### src/rtl/score_display_pkg.sv
// Shared constants for the score renderer: glyph ROM, digit geometry, FSM states.
package score_display_pkg;

  localparam int GLYPH_COLS  = 4;
  localparam int GLYPH_ROWS  = 9;
  localparam int DIGIT_PITCH = 5;
  localparam int NUM_GLYPHS  = 11;

  localparam logic [3:0] ERR_GLYPH = 4'd10;

  // Column 0 is leftmost; bit r of a column word is row r, row 0 at the top.
  typedef logic [0:GLYPH_COLS-1][GLYPH_ROWS-1:0] glyph_t;

  localparam glyph_t GLYPH_ROM [NUM_GLYPHS] = '{
    '{9'h1FF, 9'h101, 9'h101, 9'h1FF},
    '{9'h000, 9'h000, 9'h000, 9'h1FF},
    '{9'h1F1, 9'h111, 9'h111, 9'h11F},
    '{9'h111, 9'h111, 9'h111, 9'h1FF},
    '{9'h01F, 9'h010, 9'h010, 9'h1FF},
    '{9'h11F, 9'h111, 9'h111, 9'h1F1},
    '{9'h1FF, 9'h110, 9'h110, 9'h1F0},
    '{9'h001, 9'h001, 9'h001, 9'h1FF},
    '{9'h1FF, 9'h111, 9'h111, 9'h1FF},
    '{9'h01F, 9'h011, 9'h011, 9'h1FF},
    '{9'h003, 9'h001, 9'h171, 9'h01F}
  };

  typedef enum logic [1:0] {
    S_IDLE,
    S_CONV,
    S_COMMIT
  } conv_state_e;

  function automatic int unsigned max_val(input int unsigned num_digits);
    int unsigned r = 1;
    for (int i = 0; i < int'(num_digits); i++) r = r * 10;
    return r - 1;
  endfunction

endpackage

### src/rtl/score_display_if.sv
// Score update handshake between the game logic and the score renderer.
interface score_display_if #(
  parameter int VALUE_W = 10
);
  logic [VALUE_W-1:0] Value;
  logic               ValueValid;
  logic               Ready;
  logic               BlankLZ;
  logic               Done;
  logic               Overflow;

  modport master (output Value, ValueValid, BlankLZ, input Ready, Done, Overflow);
  modport slave  (input Value, ValueValid, BlankLZ, output Ready, Done, Overflow);
endinterface

### src/rtl/score_display_bcd_converter.sv
// Sequential double-dabble binary-to-BCD converter with valid/ready intake
// and a one-cycle commit strobe once the BCD result is final.
module bcd_converter
  import score_display_pkg::*;
#(
  parameter int NUM_DIGITS = 3,
  parameter int VALUE_W    = 10
) (
  input  logic                    clk,
  input  logic                    reset,
  input  logic [VALUE_W-1:0]      value,
  input  logic                    value_valid,
  output logic                    ready,
  output logic [4*NUM_DIGITS-1:0] bcd,
  output logic                    ovf,
  output logic                    commit
);
  localparam int CNT_W = $clog2(VALUE_W + 1);

  conv_state_e             state;
  logic [VALUE_W-1:0]      bin;
  logic [CNT_W-1:0]        cnt;
  logic [4*NUM_DIGITS-1:0] adj;

  // NOTE: give every always_comb output a default first so no path leaves it
  // unassigned; otherwise synthesis infers a latch.
  always_comb begin
    adj = bcd;
    for (int k = 0; k < NUM_DIGITS; k++)
      if (bcd[4*k +: 4] >= 4'd5) adj[4*k +: 4] = bcd[4*k +: 4] + 4'd3;
  end

  // NOTE: state registers use non-blocking assignments so every flop samples
  // the pre-edge values, independent of statement order.
  always_ff @(posedge clk) begin
    if (!reset) begin
      state  <= S_IDLE;
      ready  <= 1'b1;
      commit <= 1'b0;
      bcd    <= '0;
      bin    <= '0;
      cnt    <= '0;
      ovf    <= 1'b0;
    end else begin
      commit <= 1'b0;
      unique case (state)
        S_IDLE: begin
          if (value_valid) begin
            bin   <= value;
            ovf   <= 32'(value) > max_val(NUM_DIGITS);
            bcd   <= '0;
            cnt   <= '0;
            ready <= 1'b0;
            state <= S_CONV;
          end
        end
        S_CONV: begin
          // The top bit of the adjusted BCD falls off: digits beyond NUM_DIGITS are dropped.
          {bcd, bin} <= {adj[4*NUM_DIGITS-2:0], bin, 1'b0};
          cnt        <= cnt + 1'b1;
          if (cnt == CNT_W'(VALUE_W - 1)) begin
            state  <= S_COMMIT;
            commit <= 1'b1;
          end
        end
        S_COMMIT: begin
          state <= S_IDLE;
          ready <= 1'b1;
        end
        default: state <= S_IDLE;
      endcase
    end
  end

endmodule

### src/rtl/score_display.sv
// Decimal score renderer: holds committed digits and blanking, and answers
// per-pixel polls through a two-stage pipeline with a registered Hit.
module score_display
  import score_display_pkg::*;
#(
  parameter int NUM_DIGITS = 3,
  parameter int VALUE_W    = 10,
  parameter int X_W        = 11,
  parameter int Y_W        = 10,
  parameter int PX_W       = 10,
  parameter int PY_W       = 9
) (
  input  logic            clk,
  input  logic            reset,
  input  logic [X_W-1:0]  ObjectX,
  input  logic [Y_W-1:0]  ObjectY,
  input  logic [3:0]      ObjectScale,
  input  logic [PX_W-1:0] PollX,
  input  logic [PY_W-1:0] PollY,
  output logic            Hit,
  score_display_if.slave  sif
);
  localparam int             CX_W   = $clog2(NUM_DIGITS * DIGIT_PITCH);
  localparam int             CY_W   = $clog2(GLYPH_ROWS);
  localparam logic [X_W:0]   CX_LIM = (X_W+1)'(NUM_DIGITS * DIGIT_PITCH);
  localparam logic [Y_W:0]   CY_LIM = (Y_W+1)'(GLYPH_ROWS);

  logic [4*NUM_DIGITS-1:0] conv_bcd;
  logic                    conv_ovf;
  logic                    commit;

  bcd_converter #(.NUM_DIGITS(NUM_DIGITS), .VALUE_W(VALUE_W)) u_conv (
    .clk         (clk),
    .reset       (reset),
    .value       (sif.Value),
    .value_valid (sif.ValueValid),
    .ready       (sif.Ready),
    .bcd         (conv_bcd),
    .ovf         (conv_ovf),
    .commit      (commit)
  );

  assign sif.Done = commit;

  // Display registers; index 0 is the most significant digit.
  logic [3:0]            digit_q [NUM_DIGITS];
  logic [NUM_DIGITS-1:0] blank_q, blank_next;
  logic                  overflow_q, all_zero;

  always_comb begin
    blank_next = '0;
    all_zero   = sif.BlankLZ;
    for (int d = 0; d < NUM_DIGITS - 1; d++) begin
      all_zero      = all_zero && (conv_bcd[4*(NUM_DIGITS-1-d) +: 4] == 4'd0);
      blank_next[d] = all_zero;
    end
  end

  // NOTE: the digit array is reset explicitly because "000" must be shown out
  // of reset; arrays that need no defined start value are better left unreset.
  always_ff @(posedge clk) begin
    if (!reset) begin
      for (int d = 0; d < NUM_DIGITS; d++) digit_q[d] <= '0;
      blank_q    <= '0;
      overflow_q <= 1'b0;
    end else if (commit) begin
      for (int d = 0; d < NUM_DIGITS; d++) digit_q[d] <= conv_bcd[4*(NUM_DIGITS-1-d) +: 4];
      blank_q    <= conv_ovf ? '0 : blank_next;
      overflow_q <= conv_ovf;
    end
  end

  assign sif.Overflow = overflow_q;

  // Stage 1: cell coordinates; a negative offset becomes huge when viewed unsigned.
  logic signed [X_W:0] dx, cx;
  logic signed [Y_W:0] dy, cy;
  logic [CX_W-1:0]     cx_q;
  logic [CY_W-1:0]     cy_q;
  logic                in_range_q;

  always_comb begin
    dx = $signed({{(X_W+1-PX_W){1'b0}}, PollX}) - $signed({1'b0, ObjectX});
    dy = $signed({{(Y_W+1-PY_W){1'b0}}, PollY}) - $signed({1'b0, ObjectY});
    cx = dx >>> ObjectScale;
    cy = dy >>> ObjectScale;
  end

  // Stage 2: digit/column decode and glyph lookup against the live display regs.
  logic [CX_W-1:0] d_sel, col;
  logic [3:0]      glyph_idx;
  logic            blanked, lit;

  always_comb begin
    d_sel     = cx_q / CX_W'(DIGIT_PITCH);
    col       = cx_q % CX_W'(DIGIT_PITCH);
    glyph_idx = ERR_GLYPH;
    blanked   = 1'b1;
    for (int d = 0; d < NUM_DIGITS; d++) begin
      if (d_sel == CX_W'(d)) begin
        glyph_idx = overflow_q ? ERR_GLYPH : digit_q[d];
        blanked   = blank_q[d];
      end
    end
    lit = 1'b0;
    if (in_range_q && col != CX_W'(GLYPH_COLS))
      lit = !blanked && GLYPH_ROM[glyph_idx][col[1:0]][cy_q];
  end

  always_ff @(posedge clk) begin
    if (!reset) begin
      in_range_q <= 1'b0;
      cx_q       <= '0;
      cy_q       <= '0;
      Hit        <= 1'b0;
    end else begin
      in_range_q <= ($unsigned(cx) < CX_LIM) && ($unsigned(cy) < CY_LIM);
      cx_q       <= cx[CX_W-1:0];
      cy_q       <= cy[CY_W-1:0];
      Hit        <= lit;
    end
  end

endmodule

### src/flat_wrapper.sv
// flat-port wrapper written by rule: the top's interface ports become plain ports
module score_display_flat import score_display_pkg::*;
#(
  parameter int NUM_DIGITS = 3,
  parameter int VALUE_W    = 10,
  parameter int X_W        = 11,
  parameter int Y_W        = 10,
  parameter int PX_W       = 10,
  parameter int PY_W       = 9
)
  (clk, reset, ObjectX, ObjectY, ObjectScale, PollX, PollY, Hit, sif_Value, sif_ValueValid, sif_BlankLZ, sif_Ready, sif_Done, sif_Overflow);
  score_display_if #(.VALUE_W(VALUE_W)) sif_i ();
  input  logic clk;
  input  logic reset;
  input  logic [X_W-1:0] ObjectX;
  input  logic [Y_W-1:0] ObjectY;
  input  logic [3:0] ObjectScale;
  input  logic [PX_W-1:0] PollX;
  input  logic [PY_W-1:0] PollY;
  output logic Hit;
  input wire logic [$bits(sif_i.Value)-1:0] sif_Value;
  input wire logic [$bits(sif_i.ValueValid)-1:0] sif_ValueValid;
  input wire logic [$bits(sif_i.BlankLZ)-1:0] sif_BlankLZ;
  output wire logic [$bits(sif_i.Ready)-1:0] sif_Ready;
  output wire logic [$bits(sif_i.Done)-1:0] sif_Done;
  output wire logic [$bits(sif_i.Overflow)-1:0] sif_Overflow;
  assign sif_i.Value = sif_Value;
  assign sif_i.ValueValid = sif_ValueValid;
  assign sif_i.BlankLZ = sif_BlankLZ;
  assign sif_Ready = sif_i.Ready;
  assign sif_Done = sif_i.Done;
  assign sif_Overflow = sif_i.Overflow;
  score_display #(.NUM_DIGITS(NUM_DIGITS), .VALUE_W(VALUE_W), .X_W(X_W), .Y_W(Y_W), .PX_W(PX_W), .PY_W(PY_W)) u_core (.clk(clk), .reset(reset), .ObjectX(ObjectX), .ObjectY(ObjectY), .ObjectScale(ObjectScale), .PollX(PollX), .PollY(PollY), .Hit(Hit), .sif(sif_i));
endmodule
### config.mk
export PLATFORM = sky130hd
export DESIGN_NAME = score_display_flat
export DESIGN_NICKNAME = d
export VERILOG_FILES = /design/src/rtl/score_display_pkg.sv /design/src/rtl/score_display_if.sv /design/src/rtl/score_display_bcd_converter.sv /design/src/rtl/score_display.sv /design/src/flat_wrapper.sv
export SDC_FILE = /design/constraint.sdc
export NUM_CORES = 1
export LEC_CHECK = 0
export BUFFER_PORTS_ARGS = -buffer_cell sky130_fd_sc_hd__buf_2
export CORE_MARGIN = 1
export CORE_UTILIZATION = 50
export DETAILED_ROUTE_END_ITERATION = 8
export GPL_TIMING_DRIVEN = 1
export HOLD_SLACK_MARGIN = 0.06
export PLACE_DENSITY = 0.73
export SLEW_MARGIN = 20
export SYNTH_ARGS = -nofsm -noshare
export SYNTH_HDL_FRONTEND = slang
export SYNTH_SLANG_ARGS = --single-unit
### constraint.sdc
create_clock -name clk -period 3.7 [get_ports clk]
set_input_delay 0.185 -clock clk [delete_from_list [all_inputs] [get_ports clk]]
set_output_delay 0.185 -clock clk [all_outputs]
set_load 0.01 [all_outputs]
==> results of run 1 <==
-- layout by cell type (no fill, tap or decap), types with 8 or more instances in the layout --
cell / n
buf_2: 61
nand2_1: 54
nor2_1: 49
inv_1: 48
dfxtp_1: 42
o21ai_0: 41
a21oi_1: 40
ha_1: 35
nand3_1: 26
nor3_1: 21
and2_1: 21
nand2b_1: 18
a21boi_0: 17
and3_1: 16
nor2b_1: 15
edfxtp_1: 12
mux2i_1: 11
o211ai_1: 11
a31oi_1: 10
a211oi_1: 9
buf_4: 9
nand4_1: 8
a22oi_1: 8
-- per-layer routing --
metal / GRT usage / vias to the layer above / routed length [um] / part of all wire
li1: - / 2610 / - / -
met3: 0.0256 / 14 / 580 / 0.047
met2: 0.391 / 144 / 5870 / 0.48
met5: 0 / - / 0 / 0
met4: 0.0573 / 0 / 119 / 0.0097
met1: 0.303 / 2430 / 5760 / 0.47
-- logic make-up after synthesis --
| logic type | Yosys count | synth area share |
|---|---|---|
| and+or+nand+nor | 260 | 0.254 |
| buffers and inverters | 85 | 0.0660 |
| adders and majority gates | 37 | 0.0907 |
| xor gates and xnor gates | 13 | 0.0216 |
| DFF | 56 | 0.235 |
| muxes | 20 | 0.0470 |
| AOI/OAI and AO/OA | 216 | 0.286 |
-- worst register-to-register path, delay by kind of cell, from the launching register on --
family	cells	cell delay [ps]
AOI/OAI and AO/OA	6	1180
adders and majority gates	3	760
buffers and inverters	2	150
DFF	1	380
muxes	1	270
and+or+nand+nor	4	620
-- final cells by class --
| cell class | instances | area [um^2] |
|---|---|---|
| clock buffer | 6 | 72.6 |
| sequential | 56 | 1240 |
| inverter | 49 | 184 |
| fill | 983 | 4520 |
| clock inverter | 2 | 15.0 |
| multi-input combinational | 546 | 3700 |
| timing repair buffer | 70 | 373 |
| tap | 136 | 170 |
-- sequential cells by signal, summed over array words and instances, names as in the netlist --
register,cells
u_core.u_conv.cnt,4
u_core.u_conv.state,2
u_core.digit_q,12
u_core.u_conv.ovf,1
u_core.u_conv.commit,1
u_core.u_conv.ready,1
u_core.blank_q,2
u_core.Hit,1
u_core.in_range_q,1
u_core.u_conv.bcd,12
u_core.u_conv.bin,10
u_core.cy_q,4
u_core.sif.Overflow,1
u_core.cx_q,4
-- power by group through the flow --
stage	registers, mW	logic, mW	clock network, mW
finish	0.673	0.789	0.336
global route	0.678	0.879	0.371
CTS	0.672	0.772	0.348
detailed placement	0.686	0.764	0
global placement	0.685	0.750	0
floorplan	0.680	0.598	0
-- final timing paths --
| path | from | endpoint | slack [ps] | cells past startpoint |
|---|---|---|---|---|
| max reg2reg | u_core.cx_q[2] | u_core.Hit | 230 | 16 |
| min | sif_Value[0] | u_core.u_conv.bin[0] | 120 | 3 |
| min reg2reg | u_core.u_conv.bin[7] | u_core.u_conv.bin[7] | 480 | 2 |
| max | u_core.cx_q[2] | u_core.Hit | 230 | 16 |
-- per-stage QoR --
step	cell area, um^2	hold WS, ps	worst slack [ps]	util	cells
2_1_floorplan	5270	330	201	-	687
3_3_place_gp	5640	442	159	0.549	856
3_5_place_dp	5640	454	4.25	0.549	856
4_1_cts	5740	113	54.0	0.559	865
5_1_grt	5760	126	-19.3	0.560	865
6_report	5760	118	230	0.560	865
-- what timing repair did --
item	CTS	global route
pin swaps	1	1
buffers inserted	1	0
resized for setup	2	7
hold buffers	0	0
setup endpoints to repair	1	1
==> flow_metrics.py, run 1 <==
metrics = {
    "grt": {
        "grt_max_degree": 42,
        "antenna_found_initial": 0,
        "grt_pass1_vias": 4882,
        "grt_usage": 0.227,
        "grt_first_pass_wirelength_um": 21300,
        "globalRouteOverflowTotal": 0,
    },
    "worst_hold_path": {
        "hp-class": "in -> reg",
    },
    "die": {
        "dieArea_um2": 11000,
        "die_h_um": 105,
        "initial_core_util": 0.513,
        "rows": 37,
        "io_pins": 62,
        "core_area_um2": 10300,
        "die_x_um": 105,
    },
    "routing": {
        "drcViolationCount": 0,
        "wire_per_inst_um": 14.3,
        "routed_wl_um": 12300,
        "num_vias": 5198,
        "ant_nets": 0,
        "routed_via_density": 6.01,
        "drt_pass1_iterations": 7,
        "first_iter_violations": 342,
    },
    "setup_path": {
        "cp.buffers_inverters": 2,
        "endpoint_kind": "register",
        "start_kind": "register",
        "cp.arrival_ps": 3670,
        "crit_path_cell_trace": "inv_1 > ha_1 > or2_4 > o21ai_2 > a21oi_2 > ha_1 > inv_1 > nor2_1 > o22ai_2 > mux2i_2 > nand2_1 > ha_1 > nand2b_1 > a2111oi_2 > a211oi_1 > o211a_1",
        "critical_path_required_ps": 3900,
        "cpMaxStageDelayCell": "dfxtp_2",
        "critical-path-top-delay-family": "compound AO/OA/AOI/OAI gates",
        "cp_max_fo": 6,
        "crit_top_cell": "ha_1",
        "crit_path_max_incr_delay_ps": 380,
        "path_class": "reg -> reg",
    },
    "clock_network": {
        "clock_latency_ps": 310,
        "cts_root_buf": "clkbuf_8",
        "clock_sinks": 56,
        "cts_inserted_buffers": 5,
        "cts_max_path_buffers": 2,
        "cts_htree_levels": 2,
        "cts.clk_slew.worst_paths_ps": 110,
        "tritoncts": "built",
    },
    "sta": {
        "fin_crit_sh": 0.938,
        "worstMarginPinSlew_ps": 798,
        "finalCriticalPeriod_ps": 3470,
        "relSlewSlack": 0.461,
        "hold_violations": 0,
        "slew_viol_final": 0,
        "fin_worst_skew_ps": 15.7,
        "fmax_ghz": 0.288,
        "finalSetupViolations": 0,
        "setup_tns_ps": 0,
    },
    "synth": {
        "synth-edff-count": 12,
        "syn-cell-area_um2": 5270,
        "synth_area_leaders": "dfxtp_1, ha_1, edfxtp_1",
        "synth_area_per_cell_um2": 7.67,
        "synthCells": 687,
        "synth.most_common_cell": "nand2_1",
        "yosys_warnings": 0,
        "synth_nets": 782,
        "synth_commonest_cells": "nand2_1, nor2_1, inv_1",
        "synth_flop_cell": "dfxtp_1",
        "synthArstFlopShare": 0,
        "synth_top_area_share": 0.167,
        "ys_seq_area_frac": 0.235,
        "yosysTopAreaCell": "dfxtp_1",
        "yosys.cell_types.count": 79,
        "synth_seq_cells": 56,
    },
    "placement": {
        "io_buffer_count": 61,
        "dp.final_hpwl_um": 9360,
        "place_congestion": 0.889,
    },
    "power_and_ir_drop": {
        "power.density_nw_per_um2": 312,
        "intPower_mw": 1.12,
        "swShare": 0.378,
        "ir_worst_vdd_mv": 0.227,
        "seq_power_share": 0.374,
        "p_total_mw": 1.80,
        "clkPwrFrac": 0.187,
        "p_leak_nw": 2.44,
        "combPwrFrac": 0.439,
        "p_switching_uw": 680,
    },
    "finish": {
        "diodes": 0,
        "area_growth_pct": 9.21,
        "final_nets": 823,
        "drive_above_1_share": 0.147,
    },
    "run": {
        "maxCapViolations": 0,
    },
    "outcome": {
        "status": "completed",
    },
}
Power figures use the tool's default switching activity.
==> inputs of run 2 (changes only) <==
Settings changed: PLACE_DENSITY 0.73 to 0.7.
Clock period 3.7 ns to 4.2 ns, I/O delays scaled along.
==> run 2 against run 1 <==
- first-iteration DRC count decreased by 15%
- die area unchanged
- routed wire length is 1.5% lower
- critical path type unchanged
- highest routed layer unchanged
==> flow_metrics.py, run 2 (synthesized netlist as in run 1, its figures left out) <==
metrics = {
    "die": {
        "rows": 37,
        "core_area_um2": 10300,
        "initial_core_util": 0.513,
        "dieArea_um2": 11000,
        "die_h_um": 105,
        "io_pins": 62,
        "die_x_um": 105,
    },
    "routing": {
        "first_iter_violations": 290,
        "routed_via_density": 5.97,
        "ant_nets": 0,
        "num_vias": 5130,
        "wire_per_inst_um": 14.1,
        "drcViolationCount": 0,
        "routed_wl_um": 12100,
        "drt_pass1_iterations": 5,
    },
    "worst_hold_path": {
        "hold_start": "sif_Value[0]",
        "whs_endpoint": "u_core.u_conv.bin[0]",
        "hold_path_depth": 3,
        "hp-class": "in -> reg",
    },
    "clock_network": {
        "cts_htree_levels": 2,
        "clock_latency_ps": 320,
        "clock_sinks": 56,
        "cts_root_buf": "clkbuf_8",
        "cts.clk_slew.worst_paths_ps": 100,
        "tritoncts": "built",
        "postCtsSetupBuffers": 0,
        "cts_inserted_buffers": 5,
        "cts_max_path_buffers": 2,
    },
    "setup_path": {
        "crit_top_cell": "ha_1",
        "critical_path_required_ps": 4420,
        "cp.arrival_ps": 4050,
        "rr_startpoint": "u_core.cx_q[2]",
        "endpoint_kind": "register",
        "start_kind": "register",
        "path_class": "reg -> reg",
        "crit_path_max_incr_delay_ps": 420,
        "ff2ff_setup_slack_ps": 370,
        "crit_path_cell_trace": "inv_1 > ha_1 > or2_4 > o21ai_0 > a21oi_1 > ha_1 > inv_1 > nor2_1 > o22ai_2 > mux2i_1 > or2_1 > ha_1 > nand2b_1 > a2111oi_0 > a211oi_1 > o211a_1",
        "rr_worst_depth": 16,
        "cpMaxStageDelayCell": "dfxtp_1",
        "cp_max_fo": 8,
        "regToRegEndpoint": "u_core.Hit",
    },
    "placement": {
        "place_congestion": 0.850,
        "dp.cells": 851,
        "dp.final_hpwl_um": 9210,
        "placed_area_um2": 5610,
        "io_buffer_count": 61,
    },
    "sta": {
        "rsz0062_at_grt": "false",
        "setup_tns_ps": 0,
        "hold_violations": 0,
        "finalSetupViolations": 0,
        "fin_crit_sh": 0.912,
        "worstMarginPinSlew_ps": 812,
        "finalCriticalPeriod_ps": 3830,
        "fin_worst_skew_ps": 18.6,
        "slew_viol_final": 0,
        "fmax_ghz": 0.261,
        "relSlewSlack": 0.459,
    },
    "finish": {
        "final_nets": 817,
        "area_growth_pct": 8.02,
        "diodes": 0,
        "multiInputGateArea_um2": 3680,
        "ff_latch_area_um2": 1240,
        "final_common_cell": "buf_2",
        "reg_top3": "u_core.digit_q x12, u_core.u_conv.bcd x12, u_core.u_conv.bin x10",
        "fin_area_um2": 5700,
        "final-instance-count-excl-fill": 859,
        "fillers": 1041,
        "layout_common_cells": "buf_2, nand2_1, nor2_1, inv_1, dfxtp_1",
        "drive_above_1_share": 0.133,
        "fin_util": 0.554,
    },
    "power_and_ir_drop": {
        "clkPwrFrac": 0.196,
        "ir_worst_vdd_mv": 0.133,
        "swShare": 0.385,
        "seq_power_share": 0.377,
        "power.density_nw_per_um2": 276,
        "p_leak_nw": 2.40,
        "intPower_uw": 966,
        "combPwrFrac": 0.427,
        "p_switching_uw": 605,
        "p_total_mw": 1.57,
    },
    "grt": {
        "antenna_found_initial": 0,
        "top_usage_layer": "met2",
        "globalRouteOverflowTotal": 0,
        "grt_first_pass_wirelength_um": 21000,
        "grt_usage": 0.227,
        "met2_usage": 0.386,
        "use_met1": 0.303,
        "grt_pass1_vias": 4717,
        "grt_use_met3": 0.0262,
        "grt_max_degree": 55,
    },
    "outcome": {
        "status": "completed",
    },
    "run": {
        "maxCapViolations": 0,
    },
}
-- run 2: worst max-delay path: cells and delay by family (launching register included) --
family | cells | cell delay, ps
AO/OA/AOI/OAI | 6 | 1310
AND/OR/NAND/NOR | 4 | 790
adder cells (fa/ha/maj) | 3 | 770
flip-flops | 1 | 420
multiplexers | 1 | 260
buffers and inverters | 2 | 180
-- run 2: final cells by class --
cell class                 count  area share
clock buffer                   5      0.0121
clock inverter                 3     0.00351
inverter                      49      0.0323
multi-input combinational    546       0.647
sequential                    56       0.218
tap                          136      0.0299
timing repair buffer          64      0.0576
-- run 2: per-stage QoR --
step	hold slack, ps	setup slack (ps)
CTS	135	252
detailed placement	447	263
finish	145	370
floorplan	355	701
global route	157	69.5
global placement	447	457
-- run 2: worst max-delay path by stage --
stage / startpoint / end / slack, ps / depth (start not counted)
after floorplan: u_core.cx_q[2] / u_core.Hit / 700 / 17
after global placement: u_core.cx_q[2] / u_core.Hit / 460 / 16
after detailed placement: u_core.cx_q[2] / u_core.Hit / 260 / 16
after CTS: u_core.cx_q[2] / u_core.Hit / 250 / 16
after global routing: u_core.cx_q[2] / u_core.Hit / 70 / 16
final: u_core.cx_q[2] / u_core.Hit / 370 / 16
-- run 2: per-layer routing --
metal	vias up	wire length [um]
met4	0	160
li1	2606	-
met3	16	449
met1	2384	5960
met2	124	5580
met5	-	0
-- run 2: repair_timing --
action                                 in CTS  in global routing
resized for setup                           0                  1
setup endpoints to repair                   0                  1
endpoints found under the hold margin       0                  0
hold buffers                                0                  0
-- run 2: power groups by stage --
| stage | Sequential (mW) | Clock, mW | Combinational [mW] |
|---|---|---|---|
| 3_3_place_gp | 0.603 | 0 | 0.644 |
| 5_1_grt | 0.595 | 0.334 | 0.751 |
| 4_1_cts | 0.592 | 0.318 | 0.662 |
| 3_5_place_dp | 0.604 | 0 | 0.660 |
| 2_1_floorplan | 0.599 | 0 | 0.527 |
| 6_report | 0.592 | 0.308 | 0.671 |
==> inputs of run 3 (changes only) <==
Settings changed: HOLD_SLACK_MARGIN 0.06 to 0.03, MAX_ROUTING_LAYER set to met4, SLEW_MARGIN 20 to not set.
==> run 3 against run 2 <==
- total power is 0.59% lower
- worst setup slack better by 34 ps
- clock skew is 4.6 ps lower
- largest cell class unchanged
==> flow_metrics.py, run 3 (synthesized netlist as in run 1, its figures left out) <==
metrics = {
    "outcome": {
        "status": "completed",
    },
    "clock_network": {
        "cts_inserted_buffers": 5,
        "cts_htree_levels": 2,
        "cts_root_buf": "clkbuf_8",
        "cts.clk_slew.worst_paths_ps": 100,
        "cts_max_path_buffers": 2,
        "clock_latency_ps": 310,
        "tritoncts": "built",
        "postCtsSetupBuffers": 0,
        "clock_sinks": 56,
    },
    "placement": {
        "place_congestion": 0.927,
        "dp.cells": 851,
        "dp.final_hpwl_um": 9490,
        "io_buffer_count": 61,
    },
    "routing": {
        "first_iter_violations": 304,
        "met3_length_um": 515,
        "met1Wirelength_um": 5860,
        "wire_per_inst_um": 14.3,
        "routed_via_density": 5.94,
        "ant_nets": 0,
        "num_vias": 5102,
        "wl_met2_um": 5740,
        "routed_wl_um": 12200,
        "top_signal_layer_used": "met4",
        "drcViolationCount": 0,
        "drt_pass1_iterations": 5,
    },
    "setup_path": {
        "path_class": "reg -> reg",
        "start_kind": "register",
        "cpMaxStageDelayCell": "dfxtp_1",
        "rr_startpoint": "u_core.cx_q[2]",
        "critical-path-top-delay-family": "compound AO/OA/AOI/OAI gates",
        "crit_top_cell": "ha_1",
        "cp.buffers_inverters": 2,
        "crit_path_max_incr_delay_ps": 430,
        "endpoint_kind": "register",
        "crit_path_cell_trace": "inv_1 > ha_1 > or2_4 > o21ai_0 > a21oi_1 > ha_1 > inv_1 > nor2_1 > o22ai_2 > mux2i_1 > or2_1 > ha_1 > nand2b_1 > a2111oi_0 > a211oi_1 > o211a_1",
        "cp_max_fo": 8,
        "critPathLaunch": "u_core.cx_q[2]",
        "cp.arrival_ps": 4000,
        "critical_path_required_ps": 4400,
    },
    "grt": {
        "grt_usage": 0.231,
        "antenna_found_initial": 0,
        "grt_pass1_vias": 4728,
        "globalRouteOverflowTotal": 0,
        "grt_max_degree": 55,
        "grt_first_pass_wirelength_um": 21000,
    },
    "power_and_ir_drop": {
        "p_switching_uw": 595,
        "power.density_nw_per_um2": 274,
        "ir_worst_vdd_mv": 0.146,
        "combPwrFrac": 0.430,
        "swShare": 0.381,
        "p_leak_nw": 2.40,
        "p_total_mw": 1.56,
        "clkPwrFrac": 0.191,
        "seq_power_share": 0.380,
        "intPower_uw": 966,
    },
    "sta": {
        "worstMarginPinSlew_ps": 877,
        "fin_crit_sh": 0.904,
        "setup_tns_ps": 0,
        "slew_viol_final": 0,
        "finalSetupViolations": 0,
        "relSlewSlack": 0.408,
        "fmax_ghz": 0.263,
        "hold_violations": 0,
        "finalCriticalPeriod_ps": 3800,
        "fin_worst_skew_ps": 14.0,
        "rsz0062_at_grt": "false",
    },
    "finish": {
        "drive_above_1_share": 0.133,
        "layout_common_cells": "buf_2, nand2_1, nor2_1, inv_1, dfxtp_1",
        "final_nets": 817,
        "final_common_cell": "buf_2",
        "area_growth_pct": 8.07,
        "fin_util": 0.554,
        "reg_top3": "u_core.digit_q x12, u_core.u_conv.bcd x12, u_core.u_conv.bin x10",
        "diodes": 0,
        "final-instance-count-excl-fill": 859,
    },
    "die": {
        "die_h_um": 105,
        "dieArea_um2": 11000,
        "die_x_um": 105,
        "core_area_um2": 10300,
        "initial_core_util": 0.513,
        "rows": 37,
        "io_pins": 62,
    },
    "worst_hold_path": {
        "hold_start": "sif_Value[0]",
        "hp-class": "in -> reg",
    },
    "run": {
        "maxCapViolations": 0,
    },
}
run 3: cell count changes in the layout (fill, tap and decap cells not counted), sizes merged:
cell    delta
clkinv     +1
inv        -1
run 3: per-stage QoR:
stage	setup slack, ps	hold slack, ps	area [um^2]
5_1_grt	41.9	160	5700
6_report	404	143	5700
3_5_place_dp	319	456	5610
3_3_place_gp	511	454	5610
4_1_cts	296	147	5700
2_1_floorplan	701	355	5270
run 3: power by group through the flow:
stage | Clock (mW) | Sequential, mW | Combinational [mW]
2_1_floorplan | 0 | 0.599 | 0.527
3_3_place_gp | 0 | 0.603 | 0.648
3_5_place_dp | 0 | 0.605 | 0.662
4_1_cts | 0.304 | 0.592 | 0.666
5_1_grt | 0.327 | 0.597 | 0.752
6_report | 0.298 | 0.593 | 0.671
run 3: area by class of cell:
| class | count | area [um^2] |
|---|---|---|
| tap | 136 | 170 |
| timing repair buffer | 64 | 328 |
| clock buffer | 5 | 68.8 |
| multi-input combinational | 546 | 3680 |
| inverter | 49 | 184 |
| clock inverter | 3 | 22.5 |
| fill | 998 | 4580 |
| sequential | 56 | 1240 |
run 3: tightest hold or removal path: stages:
cell and delay, ps:
buf_2 90, nand2_1 40, a21boi_0 60
run 3: final timing paths:
kind         cells past startpoint                   end  slack (ps)
max                             16            u_core.Hit         400
min                              3  u_core.u_conv.bin[0]         140
max reg2reg                     16            u_core.Hit         400
min reg2reg                      2  u_core.u_conv.bin[4]         480
run 3: routing by layer:
metal | vias up | track usage
met5 | - | -
met4 | 0 | 0.0453
met3 | 15 | 0.0218
met2 | 114 | 0.387
met1 | 2371 | 0.304
li1 | 2602 | -
run 3: timing repair:
action                                  in CTS  in global routing
endpoints found under the setup margin       0                  1
resized for setup                            0                  1
hold buffers                                 0                  0
